`src/rtl/tmds_pkg.sv`:
```
// Shared TMDS receive definitions: control tokens, alignment FSM states and offset width.
package tmds_pkg;

  localparam int                  OFFSET_W   = 4;
  localparam logic [OFFSET_W-1:0] OFFSET_MAX = 4'd9;

  localparam logic [9:0] TOKEN_C00 = 10'b1101010100;
  localparam logic [9:0] TOKEN_C01 = 10'b0010101011;
  localparam logic [9:0] TOKEN_C10 = 10'b0101010100;
  localparam logic [9:0] TOKEN_C11 = 10'b1010101011;

  typedef enum logic [1:0] {
    SEARCH = 2'd0,
    VERIFY = 2'd1,
    LOCKED = 2'd2
  } align_state_t;

  // Undo the optional inversion (bit9), then the XOR/XNOR chain selected by bit8.
  function automatic logic [7:0] tmds_data_decode(input logic [9:0] sym);
    logic [7:0] q;
    logic [7:0] d;
    q    = sym[9] ? ~sym[7:0] : sym[7:0];
    d    = 8'h00;
    d[0] = q[0];
    for (int i = 1; i < 8; i++) begin
      d[i] = sym[8] ? (q[i] ^ q[i-1]) : ~(q[i] ^ q[i-1]);
    end
    return d;
  endfunction

endpackage

```
`src/rtl/tmds_symbol_decode.sv`:
```
// Combinational 10b symbol classifier: control token detection plus 10b->8b data decode.
module tmds_symbol_decode
  import tmds_pkg::*;
(
  input  logic [9:0] i_sym,
  output logic       o_is_token,
  output logic [1:0] o_ctrl,
  output logic [7:0] o_data
);

  // Token match; the data path is always computed and ignored by the caller on tokens.
  always_comb begin
    o_is_token = 1'b0;
    o_ctrl     = 2'b00;
    o_data     = tmds_data_decode(i_sym);
    case (i_sym)
      TOKEN_C00: begin
        o_is_token = 1'b1;
        o_ctrl     = 2'b00;
      end
      TOKEN_C01: begin
        o_is_token = 1'b1;
        o_ctrl     = 2'b01;
      end
      TOKEN_C10: begin
        o_is_token = 1'b1;
        o_ctrl     = 2'b10;
      end
      TOKEN_C11: begin
        o_is_token = 1'b1;
        o_ctrl     = 2'b11;
      end
      default: begin
        o_is_token = 1'b0;
        o_ctrl     = 2'b00;
      end
    endcase
  end

endmodule

```
`src/rtl/tmds_decoder.sv`:
```
// TMDS channel decoder with bit-slip word alignment (SEARCH/VERIFY/LOCKED).
// Optional statistics outputs are enabled by defining TMDS_DECODER_STATS_EN.
module tmds_decoder
  import tmds_pkg::*;
#(
  parameter int TOKEN_RUN     = 8,
  parameter int SEARCH_WINDOW = 2048,
  parameter int LOSS_WINDOW   = 4096
) (
  input  logic                clk_in,
  input  logic                rst_in,
  input  logic [9:0]          tmds_in,
  output logic [7:0]          data_out,
  output logic [1:0]          control_out,
  output logic                ve_out,
  output logic                locked_out,
  output logic [OFFSET_W-1:0] offset_out
`ifdef TMDS_DECODER_STATS_EN
  ,
  output logic [7:0]          slip_count_out,
  output logic [7:0]          loss_count_out
`endif
);

  localparam int SRCH_W = (SEARCH_WINDOW > 1) ? $clog2(SEARCH_WINDOW) : 1;
  localparam int LOSS_W = (LOSS_WINDOW > 1) ? $clog2(LOSS_WINDOW) : 1;
  localparam int RUN_W  = $clog2(TOKEN_RUN + 1);

  localparam logic [SRCH_W-1:0] SRCH_LAST = SRCH_W'(SEARCH_WINDOW - 1);
  localparam logic [LOSS_W-1:0] LOSS_LAST = LOSS_W'(LOSS_WINDOW - 1);
  localparam logic [RUN_W-1:0]  RUN_LAST  = RUN_W'(TOKEN_RUN - 1);
  localparam logic [RUN_W-1:0]  RUN_FULL  = RUN_W'(TOKEN_RUN);

  logic [9:0]          r_prev_word;
  logic [18:0]         w_window;
  logic [9:0]          w_sym;
  logic                w_is_token;
  logic [1:0]          w_tok_ctrl;
  logic [7:0]          w_dec_data;

  align_state_t        r_state;
  align_state_t        w_state_nxt;
  logic [OFFSET_W-1:0] r_offset;
  logic [OFFSET_W-1:0] w_offset_nxt;
  logic [SRCH_W-1:0]   r_srch_cnt;
  logic [SRCH_W-1:0]   w_srch_cnt_nxt;
  logic [RUN_W-1:0]    r_run_cnt;
  logic [RUN_W-1:0]    w_run_cnt_nxt;
  logic [RUN_W-1:0]    w_run_inc;
  logic [LOSS_W-1:0]   r_loss_cnt;
  logic [LOSS_W-1:0]   w_loss_cnt_nxt;
  logic                w_qualify;
  logic                w_locked_nxt;

  logic [7:0]          r_data;
  logic [1:0]          r_ctrl;
  logic                r_ve;
  logic                r_locked;

  // Offset 9 reaches window bit 18, so the top bit of the 20-bit window is never selectable.
  assign w_window = {tmds_in[8:0], r_prev_word};

  // Barrel select of the symbol at the current bit offset.
  always_comb begin
    w_sym = w_window[9:0];
    case (r_offset)
      4'd0:    w_sym = w_window[9:0];
      4'd1:    w_sym = w_window[10:1];
      4'd2:    w_sym = w_window[11:2];
      4'd3:    w_sym = w_window[12:3];
      4'd4:    w_sym = w_window[13:4];
      4'd5:    w_sym = w_window[14:5];
      4'd6:    w_sym = w_window[15:6];
      4'd7:    w_sym = w_window[16:7];
      4'd8:    w_sym = w_window[17:8];
      4'd9:    w_sym = w_window[18:9];
      default: w_sym = w_window[9:0];
    endcase
  end

  tmds_symbol_decode u_symbol_decode (
    .i_sym      (w_sym),
    .o_is_token (w_is_token),
    .o_ctrl     (w_tok_ctrl),
    .o_data     (w_dec_data)
  );

  assign w_run_inc = (r_run_cnt == RUN_FULL) ? RUN_FULL : (r_run_cnt + RUN_W'(1));
  assign w_qualify = w_is_token && (w_run_inc == RUN_FULL);

  // Alignment FSM next state and counter updates.
  always_comb begin
    w_state_nxt    = r_state;
    w_offset_nxt   = r_offset;
    w_srch_cnt_nxt = r_srch_cnt;
    w_run_cnt_nxt  = r_run_cnt;
    w_loss_cnt_nxt = r_loss_cnt;
    case (r_state)
      SEARCH: begin
        w_run_cnt_nxt  = '0;
        w_loss_cnt_nxt = '0;
        // Slip wins over a coincident token; that token is discarded, not carried over.
        if (r_srch_cnt == SRCH_LAST) begin
          w_srch_cnt_nxt = '0;
          w_offset_nxt   = (r_offset == OFFSET_MAX) ? '0 : (r_offset + OFFSET_W'(1));
        end else if (w_is_token) begin
          w_srch_cnt_nxt = '0;
          w_run_cnt_nxt  = RUN_W'(1);
          w_state_nxt    = (RUN_LAST == '0) ? LOCKED : VERIFY;
        end else begin
          w_srch_cnt_nxt = r_srch_cnt + SRCH_W'(1);
        end
      end
      VERIFY: begin
        if (!w_is_token) begin
          w_state_nxt    = SEARCH;
          w_run_cnt_nxt  = '0;
          w_srch_cnt_nxt = '0;
        end else if (r_run_cnt == RUN_LAST) begin
          w_state_nxt    = LOCKED;
          w_run_cnt_nxt  = RUN_FULL;
          w_loss_cnt_nxt = '0;
        end else begin
          w_run_cnt_nxt  = r_run_cnt + RUN_W'(1);
        end
      end
      LOCKED: begin
        if (w_is_token) begin
          w_run_cnt_nxt = w_run_inc;
        end else begin
          w_run_cnt_nxt = '0;
        end
        if (w_qualify) begin
          w_loss_cnt_nxt = '0;
        end else if (r_loss_cnt == LOSS_LAST) begin
          w_state_nxt    = SEARCH;
          w_loss_cnt_nxt = '0;
          w_run_cnt_nxt  = '0;
          w_srch_cnt_nxt = '0;
        end else begin
          w_loss_cnt_nxt = r_loss_cnt + LOSS_W'(1);
        end
      end
      default: begin
        w_state_nxt    = SEARCH;
        w_srch_cnt_nxt = '0;
        w_run_cnt_nxt  = '0;
        w_loss_cnt_nxt = '0;
      end
    endcase
  end

  assign w_locked_nxt = (w_state_nxt == LOCKED);

  // FSM state, alignment counters and previous-word delay.
  always_ff @(posedge clk_in or posedge rst_in) begin
    if (rst_in) begin
      r_state     <= SEARCH;
      r_offset    <= '0;
      r_srch_cnt  <= '0;
      r_run_cnt   <= '0;
      r_loss_cnt  <= '0;
      r_prev_word <= 10'h000;
    end else begin
      r_state     <= w_state_nxt;
      r_offset    <= w_offset_nxt;
      r_srch_cnt  <= w_srch_cnt_nxt;
      r_run_cnt   <= w_run_cnt_nxt;
      r_loss_cnt  <= w_loss_cnt_nxt;
      r_prev_word <= tmds_in;
    end
  end

  // Decoded outputs, forced to zero whenever alignment is not held.
  always_ff @(posedge clk_in or posedge rst_in) begin
    if (rst_in) begin
      r_locked <= 1'b0;
      r_data   <= 8'h00;
      r_ctrl   <= 2'b00;
      r_ve     <= 1'b0;
    end else begin
      r_locked <= w_locked_nxt;
      if (!w_locked_nxt) begin
        r_data <= 8'h00;
        r_ctrl <= 2'b00;
        r_ve   <= 1'b0;
      end else if (w_is_token) begin
        r_data <= 8'h00;
        r_ctrl <= w_tok_ctrl;
        r_ve   <= 1'b0;
      end else begin
        r_data <= w_dec_data;
        r_ve   <= 1'b1;
      end
    end
  end

  assign data_out    = r_data;
  assign control_out = r_ctrl;
  assign ve_out      = r_ve;
  assign locked_out  = r_locked;
  assign offset_out  = r_offset;

`ifdef TMDS_DECODER_STATS_EN
  logic       w_slip;
  logic       w_drop;
  logic [7:0] r_slip_cnt;
  logic [7:0] r_drop_cnt;

  assign w_slip = (r_state == SEARCH) && (r_srch_cnt == SRCH_LAST);
  assign w_drop = (r_state == LOCKED) && (w_state_nxt == SEARCH);

  // Saturating slip and lock-loss event counters.
  always_ff @(posedge clk_in or posedge rst_in) begin
    if (rst_in) begin
      r_slip_cnt <= 8'h00;
      r_drop_cnt <= 8'h00;
    end else begin
      if (w_slip && (r_slip_cnt != 8'hFF)) begin
        r_slip_cnt <= r_slip_cnt + 8'd1;
      end
      if (w_drop && (r_drop_cnt != 8'hFF)) begin
        r_drop_cnt <= r_drop_cnt + 8'd1;
      end
    end
  end

  assign slip_count_out = r_slip_cnt;
  assign loss_count_out = r_drop_cnt;
`endif

endmodule

```
`config.mk`:
```
export PLATFORM = sky130hd
export DESIGN_NAME = tmds_decoder
export DESIGN_NICKNAME = d
export VERILOG_FILES = /design/src/rtl/tmds_pkg.sv /design/src/rtl/tmds_symbol_decode.sv /design/src/rtl/tmds_decoder.sv
export SDC_FILE = /design/constraint.sdc
export NUM_CORES = 1
export LEC_CHECK = 0
export ABC_AREA = 1
export CORE_UTILIZATION = 45
export CTS_CLUSTER_DIAMETER = 120
export DETAILED_ROUTE_END_ITERATION = 7
export SLEW_MARGIN = 20
export SYNTH_ARGS = -nofsm -noshare
export SYNTH_HDL_FRONTEND = slang
export SYNTH_SLANG_ARGS = --single-unit
```
`constraint.sdc`:
```
create_clock -name clk_in -period 6.5 [get_ports clk_in]
set_input_delay 0.975 -clock clk_in [delete_from_list [all_inputs] [get_ports clk_in]]
set_output_delay 0.975 -clock clk_in [all_outputs]
set_load 0.03 [all_outputs]
```
==> metrics.md, run 1 <==
| Metric | Value |
|---|---|
| Max FO, Critical Path | `26` |
| Final nets | `641` |
| Fin. max-slew vios | `0` |
| Vias/cell | `5.35` |
| Tmin final | `3.53 ns` |
| Clk slew on worst S/H paths | `0.11 ns` |
| Hold_buf cts | `0` |
| Worst vdd ir | `104 uV` |
| Setup TNS | `0 ns` |
| MaxCap Viol Count | `0` |
| DRT iter0 DRCs | `196` |
| Synth Area in Compound Gates | `5.55%` |
| DR vias | `3870` |
| Critical Path AT | `3.79 ns` |
| H-tree depth | `2` |
| Type of origin of the critical path | `register` |
| Final clock skew | `0.0135 ns` |
| FF-to-FF path depth | `17` |
| Largest area contributor in the netlist | `dfrtp_1` |
| Crit path required time | `6.76 ns` |
| Slew headroom | `36.4%` |
| Post-DP HPWL | `7.33 mm` |
| Drt first pass iters | `5` |
| Final setup fails | `0` |
| Clock Tree Buf Depth | `2` |
| Num CTS Buffers | `5` |
| Mux contribution to synthesized area | `0%` |
| I/O Buffers | `27` |
| Yosys warnings | `0` |
| Vias in the first global route | `3638` |
| Proportion of layout cells with a drive suffix above 1 | `8.90%` |
| Yosys top cell area share | `34.5%` |
| Core area | `0.00838 mm^2` |
| Main combinational cell family by area after synthesis | `simple AND/OR/NAND/NOR gates` |
| Syn Area/Cell | `6.69 um^2` |
| Crit end category | `register` |
| Mapped cell area | `0.00399 mm^2` |
| Setup bufs post-CTS | `0` |
| Worst min path class | `register to register` |
| Area of the die | `0.00925 mm^2` |
| Total Routing Usage GR | `23.7%` |
| Number of fill cells | `835` |
| R2R setup slack | `2.97 ns` |
| Final WL | `10.1 mm` |
| # IOs | `28` |
| Pwr dens | `144 mW/mm^2` |
| N_diodes | `0` |
| Initial antenna violation count | `0` |
| Largest net degree at the start of global routing | `56` |
| Worst-Skew Late Latency | `0.31 ns` |
| Slew at the pin with the worst max-slew slack | `0.950 ns` |
| WHS Path Cells | `2` |
| TritonCTS clock tree | `built` |
| Adder-cell share of the synthesized area | `3.76%` |
| Critical path class | `register to register` |
| Post-route DRC | `0` |
| Routed Antenna Nets | `0` |
| Final worst-path setup slack | `2.97 ns` |
| First-pass GRT wire length | `17.0 mm` |
| Fmax achieved | `284 MHz` |
| Sequential share of the synthesized area | `34.5%` |
| Lkg Pwr | `0.00226 uW` |
| Gpl congestion | `0.933` |
| Gate count of the mapped netlist | `597` |
| Starting Density | `47.6%` |
| Hold Slack | `0.511 ns` |
| Synth cell types | `41` |
| Placement Setup Slack | `2.73 ns` |
| Clk root buf | `clkbuf_8` |
| WL per Instance | `14.0 um` |
| CTS Sinks | `55` |
| RSZ-0062 raised after global routing | `no` |
| Area growth syn-to-layout | `10.3%` |
| Outcome | `completed` |
| Final Hold Viols | `0` |
| Die span in y | `96.2 um` |
| Row count | `33` |
| Cells taking the most area after synthesis | `dfrtp_1 34%, nand2_1 18%, nand3_1 8.3%, nor2_1 7.3%, inv_1 5.2%` |
| Grt ovf | `0` |
| Mapped Nets | `621` |
| Final period util | `54.3%` |
| Die X | `96.2 um` |
| Design Power | `636 uW` |
| Synth Area in XOR/XNOR | `2.85%` |
| Post-cts sizing count | `0` |
| Register bit total from synthesis | `55` |
| Post-synthesis simple-gate area fraction | `44.7%` |
[synth_stat cells (all sizes together)]
library cell	number
a21oi	5
a221oi	3
buf	12
clkbuf	3
clkinv	1
dfrtp	55
ha	12
inv	68
nand2	209
nand3	70
nand3b	2
nand4	24
nor2	80
nor3	3
nor3b	1
o211a	1
o211ai	2
o21ai	19
o21bai	2
o22ai	1
o2bb2ai	1
o31ai	1
o32ai	1
or2	8
xnor2	4
xor2	9
[kinds of logic after synthesis]
family                   Yosys count
AO/OA/AOI/OAI                     36
XOR/XNOR                          13
adder cells (fa/ha/maj)           12
buffers and inverters             84
flip-flops                        55
AND/OR/NAND/NOR                  397
[area by class of cell]
cell class / instances / area [um^2] / area share, %
multi-input combinational: 458 / 2270 / 51.5
sequential: 55 / 1380 / 31.3
timing repair buffer: 28 / 278 / 6.31
inverter: 69 / 260 / 5.91
tap: 105 / 131 / 2.98
clock buffer: 5 / 68.8 / 1.56
clock inverter: 3 / 20.0 / 0.455
[registers in the layout, summed over array words and instances, names as in the netlist]
name         count
control_out      2
r_srch_cnt      11
r_state          2
data_out         8
r_prev_word     10
ve_out           1
offset_out       4
r_run_cnt        4
r_loss_cnt      12
locked_out       1
[final timing paths]
| check | startpoint | endpoint |
|---|---|---|
| worst max-delay path | offset_out[2] | r_srch_cnt[3] |
| worst min-delay path | r_srch_cnt[4] | r_srch_cnt[4] |
| worst max register to register | offset_out[2] | r_srch_cnt[3] |
| worst min register to register | r_srch_cnt[4] | r_srch_cnt[4] |
| max in group asynchronous | rst_in | data_out[0] |
| min in group asynchronous | rst_in | r_srch_cnt[1] |
[power breakdown]
part | internal, uW | switching (uW) | leakage, uW | total, uW
sequential | 352 | 8.96 | 0.000691 | 361
combinational | 32.4 | 49.8 | 0.00153 | 82.2
clock | 75.4 | 118 | 0.0000402 | 193
[critical path, cell delays in order (launching register included)]
cell and delay, ns:
dfrtp_1 0.48, inv_2 0.09, nor2_1 0.70, nand2_1 0.29, nor2_1 0.22, nor2_1 0.07, nand3_1 0.12, nand2_1 0.10
inv_1 0.08, ha_1 0.15, nand2_1 0.05, nor2_1 0.18, nand2_4 0.10, nand2_8 0.16, nand3_1 0.10, nand3_1 0.36
nand2_1 0.11, nand2_1 0.08
[stage by stage]
step,util [%],cell area (um^2),instances
after floorplan,-,3990,597
after global placement,51.5,4320,715
after detailed placement,51.5,4320,715
after CTS,52.5,4400,723
after global routing,52.5,4400,723
final,52.5,4400,723
[placed cells by master, fill, tap and decap left out, types with 5 or more instances in the layout]
master | synthesis | routed
nand2_2 | 11 | 11
o21ai_0 | 15 | 15
a21oi_1 | 5 | 5
nand2_1 | 195 | 195
clkbuf_8 | 0 | 5
ha_1 | 12 | 12
nand3_1 | 66 | 66
xor2_1 | 9 | 9
nand4_1 | 23 | 23
inv_1 | 55 | 54
or2_2 | 7 | 7
dfrtp_1 | 55 | 55
nor2_1 | 78 | 78
inv_2 | 13 | 14
clkdlybuf4s50_1 | 0 | 27
[metal layers]
metal | wire (um) | GRT usage, % | part of all wire, %
met2 | 4550 | 38.9 | 45
met5 | 0 | 0 | 0
met1 | 4780 | 30.7 | 47
met4 | 294 | 11.3 | 2.9
met3 | 486 | 3.24 | 4.8
(Power assumes the default switching activity.)
==> run 2, diff against run 1 <==
==> constraint.sdc (replaced) <==
create_clock -name clk_in -period 3.3 [get_ports clk_in]
set_input_delay 0.495 -clock clk_in [delete_from_list [all_inputs] [get_ports clk_in]]
set_output_delay 0.495 -clock clk_in [all_outputs]
set_load 0.03 [all_outputs]
==> metrics.md, run 2 (synthesized netlist as in run 1, its figures left out) <==
| Metric | Value |
|---|---|
| Int Pwr | `980 uW (+110%)` |
| Vias in the first global route | `3664 (+0.71%)` |
| Total Routing Usage GR | `24.6% (+0.89 points)` |
| Largest reg by FF count | `r_loss_cnt` |
| Die span in y | `96.2 um (unchanged)` |
| Crit path required time | `3.51 ns (-3.25 ns)` |
| Switching Share | `25.9% (-1.9 points)` |
| Grt ovf | `0 (unchanged)` |
| Top Registers | `r_loss_cnt: 12 flops, r_srch_cnt: 11 flops, r_prev_word: 10 flops` |
| Proportion of layout cells with a drive suffix above 1 | `10.9% (+2.0 points)` |
| Crit-path cells | `clkinv_2 > nand2_1 > nor2_1 > buf_4 > a221oi_1 > nand3_1 > o21ai_0 > ha_1 > nand4_1 > inv_1 > nand3_2 > nand2_8 > nand2_1 > nand2_1 > inv_2 > nand2_1 > o21ai_1` |
| Clk root buf | `clkbuf_8` |
| Most frequent cells in the layout | `195 x nand2_1, 77 x nor2_1, 66 x nand3_1, 54 x inv_1, 54 x dfrtp_1` |
| Placed cell count | `729 (+2.0%)` |
| Vias/cell | `5.41 (+1.1%)` |
| Met2 GRT Util | `39.5% (+0.53 points)` |
| Fin. max-slew vios | `0 (unchanged)` |
| Setup TNS | `0 ns (unchanged)` |
| WL per Instance | `14.3 um (+2.4%)` |
| Final period util | `89.6% (+35 points)` |
| Post-route DRC | `0 (unchanged)` |
| Slowest stage cell, crit path | `dfrtp_2` |
| Final Hold Viols | `0 (unchanged)` |
| H-tree depth | `2 (unchanged)` |
| GR peak layer | `met2` |
| Post-DP HPWL | `7.76 mm (+5.8%)` |
| Pwr dens | `291 mW/mm^2 (+100%)` |
| TritonCTS clock tree | `built` |
| Starting Density | `47.6% (unchanged)` |
| DR vias | `3984 (+2.9%)` |
| Max FFs per register | `12 (unchanged)` |
| Final WL | `10.5 mm (+4.2%)` |
| Max FO, Critical Path | `26 (unchanged)` |
| Slew headroom | `64.8% (+28 points)` |
| Sw Pwr | `342 uW (+94%)` |
| Crit end category | `register` |
| DRT iter0 DRCs | `241 (+23%)` |
| Setup bufs post-CTS | `0 (unchanged)` |
| Drt first pass iters | `5 (unchanged)` |
| Routing usage on met3 | `2.76% (-0.47 points)` |
| CP dominant cell by count | `nand2_1` |
| Slew at the pin with the worst max-slew slack | `0.528 ns (-0.422 ns)` |
| Largest net degree at the start of global routing | `43 (-23%)` |
| Clk slew on worst S/H paths | `0.10 ns (about the same)` |
| CTS Sinks | `55 (unchanged)` |
| Largest delay contributor family on the critical path | `simple AND/OR/NAND/NOR gates` |
| Clock Tree Buf Depth | `2 (unchanged)` |
| Final nets | `655 (+2.2%)` |
| I/O Buffers | `27 (unchanged)` |
| Worst min path class | `input pin to async pin` |
| # IOs | `28 (unchanged)` |
| Worst vdd ir | `184 uV (+78%)` |
| Post-cts sizing count | `0 (unchanged)` |
| Final clock skew | `0.00551 ns (-0.00799 ns)` |
| Critical Path Max Stage Delay | `0.49 ns (-0.21 ns)` |
| Commonest non-fill, non-tap cell in the layout | `nand2_1` |
| First-pass GRT wire length | `17.5 mm (+2.7%)` |
| Lkg Pwr | `0.00235 uW (+3.8%)` |
| N_diodes | `0 (unchanged)` |
| Type of origin of the critical path | `register` |
| RSZ-0062 raised after global routing | `no` |
| CP Buf/Inv Count | `4 (+2)` |
| Comb power frac | `12.3% (-0.6 points)` |
| Final setup fails | `0 (unchanged)` |
| Core area | `0.00838 mm^2 (unchanged)` |
| Met1 Usage GRT | `33.0% (+2.3 points)` |
| Num CTS Buffers | `5 (unchanged)` |
| Outcome | `completed` |
| Fmax achieved | `338 MHz (+19%)` |
| Die X | `96.2 um (unchanged)` |
| Routed Antenna Nets | `0 (unchanged)` |
| Gpl congestion | `0.940 (+0.75%)` |
| Power share of the sequential group | `53.7% (-3.0 points)` |
| Area growth syn-to-layout | `13.9%` |
| Critical path class | `register to register` |
| Critical Path AT | `3.17 ns (-0.62 ns)` |
| Area of the die | `0.00925 mm^2 (unchanged)` |
| Worst-Skew Late Latency | `0.31 ns (about the same)` |
| Tmin final | `2.96 ns (-0.571 ns)` |
| Initial antenna violation count | `0 (unchanged)` |
| Hold_buf cts | `0 (unchanged)` |
| Row count | `33 (unchanged)` |
| MaxCap Viol Count | `0 (unchanged)` |
| Clock power share | `33.9% (+3.5 points)` |
| Non-Filler Instances | `736 (+1.8%)` |
[run 2: cell count changes in the layout (fill, tap and decap cells not counted)]
cell,delta
buf_4,+13
clkinvlp_4,-2
buf_12,+1
bufinv_16,+1
clkbuf_1,+1
clkinv_2,-1
dfrtp_1,-1
dfrtp_2,+1
nor2_1,-1
nor2_2,+1
o21ai_2,-1
o21ai_4,+1
[run 2: metal layers]
layer / vias to the layer above / wire length (um) / part of all wire, %
li1: 1971 / - / -
met1: 1859 / 4750 / 45
met2: 127 / 4870 / 46
met3: 27 / 600 / 5.7
met4: 0 / 317 / 3.0
met5: - / 0 / 0
[run 2: worst paths after layout]
check	start	to	slack [ns]	depth (start not counted)
max in group asynchronous	rst_in	offset_out[1]	1.99	3
setup reg to reg	offset_out[1]	r_loss_cnt[7]	0.34	17
setup / recovery	offset_out[1]	r_loss_cnt[7]	0.34	17
hold / removal	rst_in	r_prev_word[7]	0.45	2
hold reg to reg	r_srch_cnt[4]	r_srch_cnt[4]	0.50	2
min in group clk_in	r_srch_cnt[4]	r_srch_cnt[4]	0.50	2
[run 2: per-stage QoR]
stage	total power (uW)	hold WS, ns	util (%)	cell area (um^2)	setup WS, ns
after floorplan	818	0.458	-	3990	0.592
after global placement	888	0.475	52.9	4430	0.212
after detailed placement	888	0.486	52.9	4430	0.0799
after CTS	1340	0.459	54.1	4540	0.195
after global routing	1380	0.498	54.2	4550	0.00158
final	1320	0.449	54.2	4550	0.343
[run 2: area by class of cell]
cell class / count / area, um^2
timing repair buffer: 42 / 395
inverter: 69 / 260
multi-input combinational: 458 / 2280
clock buffer: 6 / 72.6
tap: 105 / 131
fill: 838 / 3830
clock inverter: 1 / 30.0
sequential: 55 / 1380
[run 2: power groups by stage]
stage	combinational (uW)	sequential [uW]	clock [uW]
2_1_floorplan	77.7	741	0
3_3_place_gp	165	723	0
3_5_place_dp	165	723	0
4_1_cts	166	710	464
5_1_grt	183	712	481
6_report	163	710	449
==> RTL change, RTL diff (config.mk and constraints of run 2) <==
Change the parameter `LOSS_WINDOW` from 4096 to 2048.
--- a/src/rtl/tmds_decoder.sv
+++ b/src/rtl/tmds_decoder.sv
@@ -7,3 +7,3 @@
   parameter int SEARCH_WINDOW = 2048,
-  parameter int LOSS_WINDOW   = 4096
+  parameter int LOSS_WINDOW   = 2048
 ) (
Formal check against the unedited RTL: no difference found for any inputs over 10 cycles, from zero or initial values and one cycle with rst_in high; that may be too few to reach the edited logic, so the function may still have changed.
==> RTL change against run 2 <==
  * Sequential cell count is 1 lower
  * Maximum frequency decreased by 3.8%
  * Power increased by 13%
  * Final area down 4.2%
  * Area after synthesis is 8.6% lower
  * Highest routed layer unchanged
  * Largest power group unchanged
  * Wire length shrank 9.4%
  * Worst setup slack lost 0.12 ns
==> RTL change: results (changes against run 2) <==
.. list-table::
   :header-rows: 1

   * - Metric
     - Value
   * - Inverters
     - 68 (-1.4%)
   * - Clock Power Share
     - 0.317 (-0.022)
   * - Routed via count divided by cell count
     - 5.18 (-4.3%)
   * - Clk_skew
     - 0.0150 ns (+0.00952 ns)
   * - Comb group
     - 0.000263 W (+61%)
   * - Mapped Nets
     - 552 (-11%)
   * - Vias in the first global route
     - 3227 (-12%)
   * - Worst setup path end
     - r_run_cnt[3]$_DFF_PP0_
   * - Peak fanout along the critical path
     - 10 (-62%)
   * - IR Drop Worst-Case VDD
     - 0.259 mV (+41%)
   * - Placed Area
     - 0.00423 mm2 (-4.6%)
   * - Routed met1 length
     - 4500 um (-5.3%)
   * - P&R area growth vs syn
     - 19.4%
   * - Net total in the final layout
     - 608 (-7.2%)
   * - Fraction of final layout cells with drive strength greater than 1
     - 0.111 (+0.00176)
   * - Pin count of the biggest net entering global routing
     - 22 (-49%)
   * - Status
     - complete, no violations
   * - Global router's overall resource usage
     - 0.234 (-0.0120)
   * - Routability-driven placement congestion ratio
     - 1.03 (+9.8%)
   * - Sequential share of cell area
     - 0.310 (+0.00720)
   * - Ranking of synthesized cells by instance count
     - nand2_1 (148), nor2_1 (83), inv_1 (60), dfrtp_1 (54), nand3_1 (43)
   * - Final hold slack
     - 0.504 ns (+0.0550 ns)
   * - Post-DP HPWL
     - 7350 um (-5.2%)
   * - Per-cell routed wire length
     - 13.9 um (-2.9%)
   * - Fill count
     - 750 (-11%)
   * - Number of cells in the design after placement
     - 679 (-6.9%)
   * - Global-route wire length before repair
     - 15800 um (-9.6%)
   * - Number of unique standard cell types used by synthesis
     - 33 (-20%)
   * - Leakage power figure
     - 2.21 nW (-6.0%)
   * - Largest regs
     - r_loss_cnt x11, r_srch_cnt x11, r_prev_word x10
   * - Setup slack on the worst flop-to-flop path
     - 0.23 ns (-0.12 ns)
   * - Post-route clock period utilization
     - 0.932 (+0.0358)
   * - Switching Power
     - 0.000415 W (+21%)
   * - Data buffer area share
     - 0.111 (+0.0245)
   * - Worst setup slack before clock tree synthesis
     - 0.0385 ns (-0.0414 ns)
   * - Number of rows created at floorplan
     - 32 (-3.0%)
   * - Areal power density over the cells
     - 342 mW/mm2 (+18%)
[RTL change: changes by cell type after synthesis, sizes merged, moves of 5 or more]
cell,before,now
nand3,70,45
o22ai,1,10
o21ai,19,27
nor3,3,10
xor2,9,14
or2,8,3
nand2,209,156
nand4,24,13
buf,12,4
nor2,80,88
[RTL change: worst max-delay path, stage by stage (launching register included)]
cell,delay [ns]
dfrtp_1,0.51
inv_2,0.11
nand4_1,0.10
nand2_1,0.24
buf_4,0.25
nor3_1,0.26
nand3_1,0.13
nand2_1,0.11
ha_1,0.15
nand4_1,0.09
inv_1,0.09
nand3_1,0.14
nand2_4,0.12
buf_4,0.17
nand2_4,0.11
nand2_2,0.14
nand2_2,0.11
o21ai_1,0.17
[RTL change: per-layer routing]
layer	up-vias	GRT usage
met2	147	0.364
met1	1600	0.339
met5	-	0
met3	14	0.0398
li1	1799	-
met4	0	0.0560
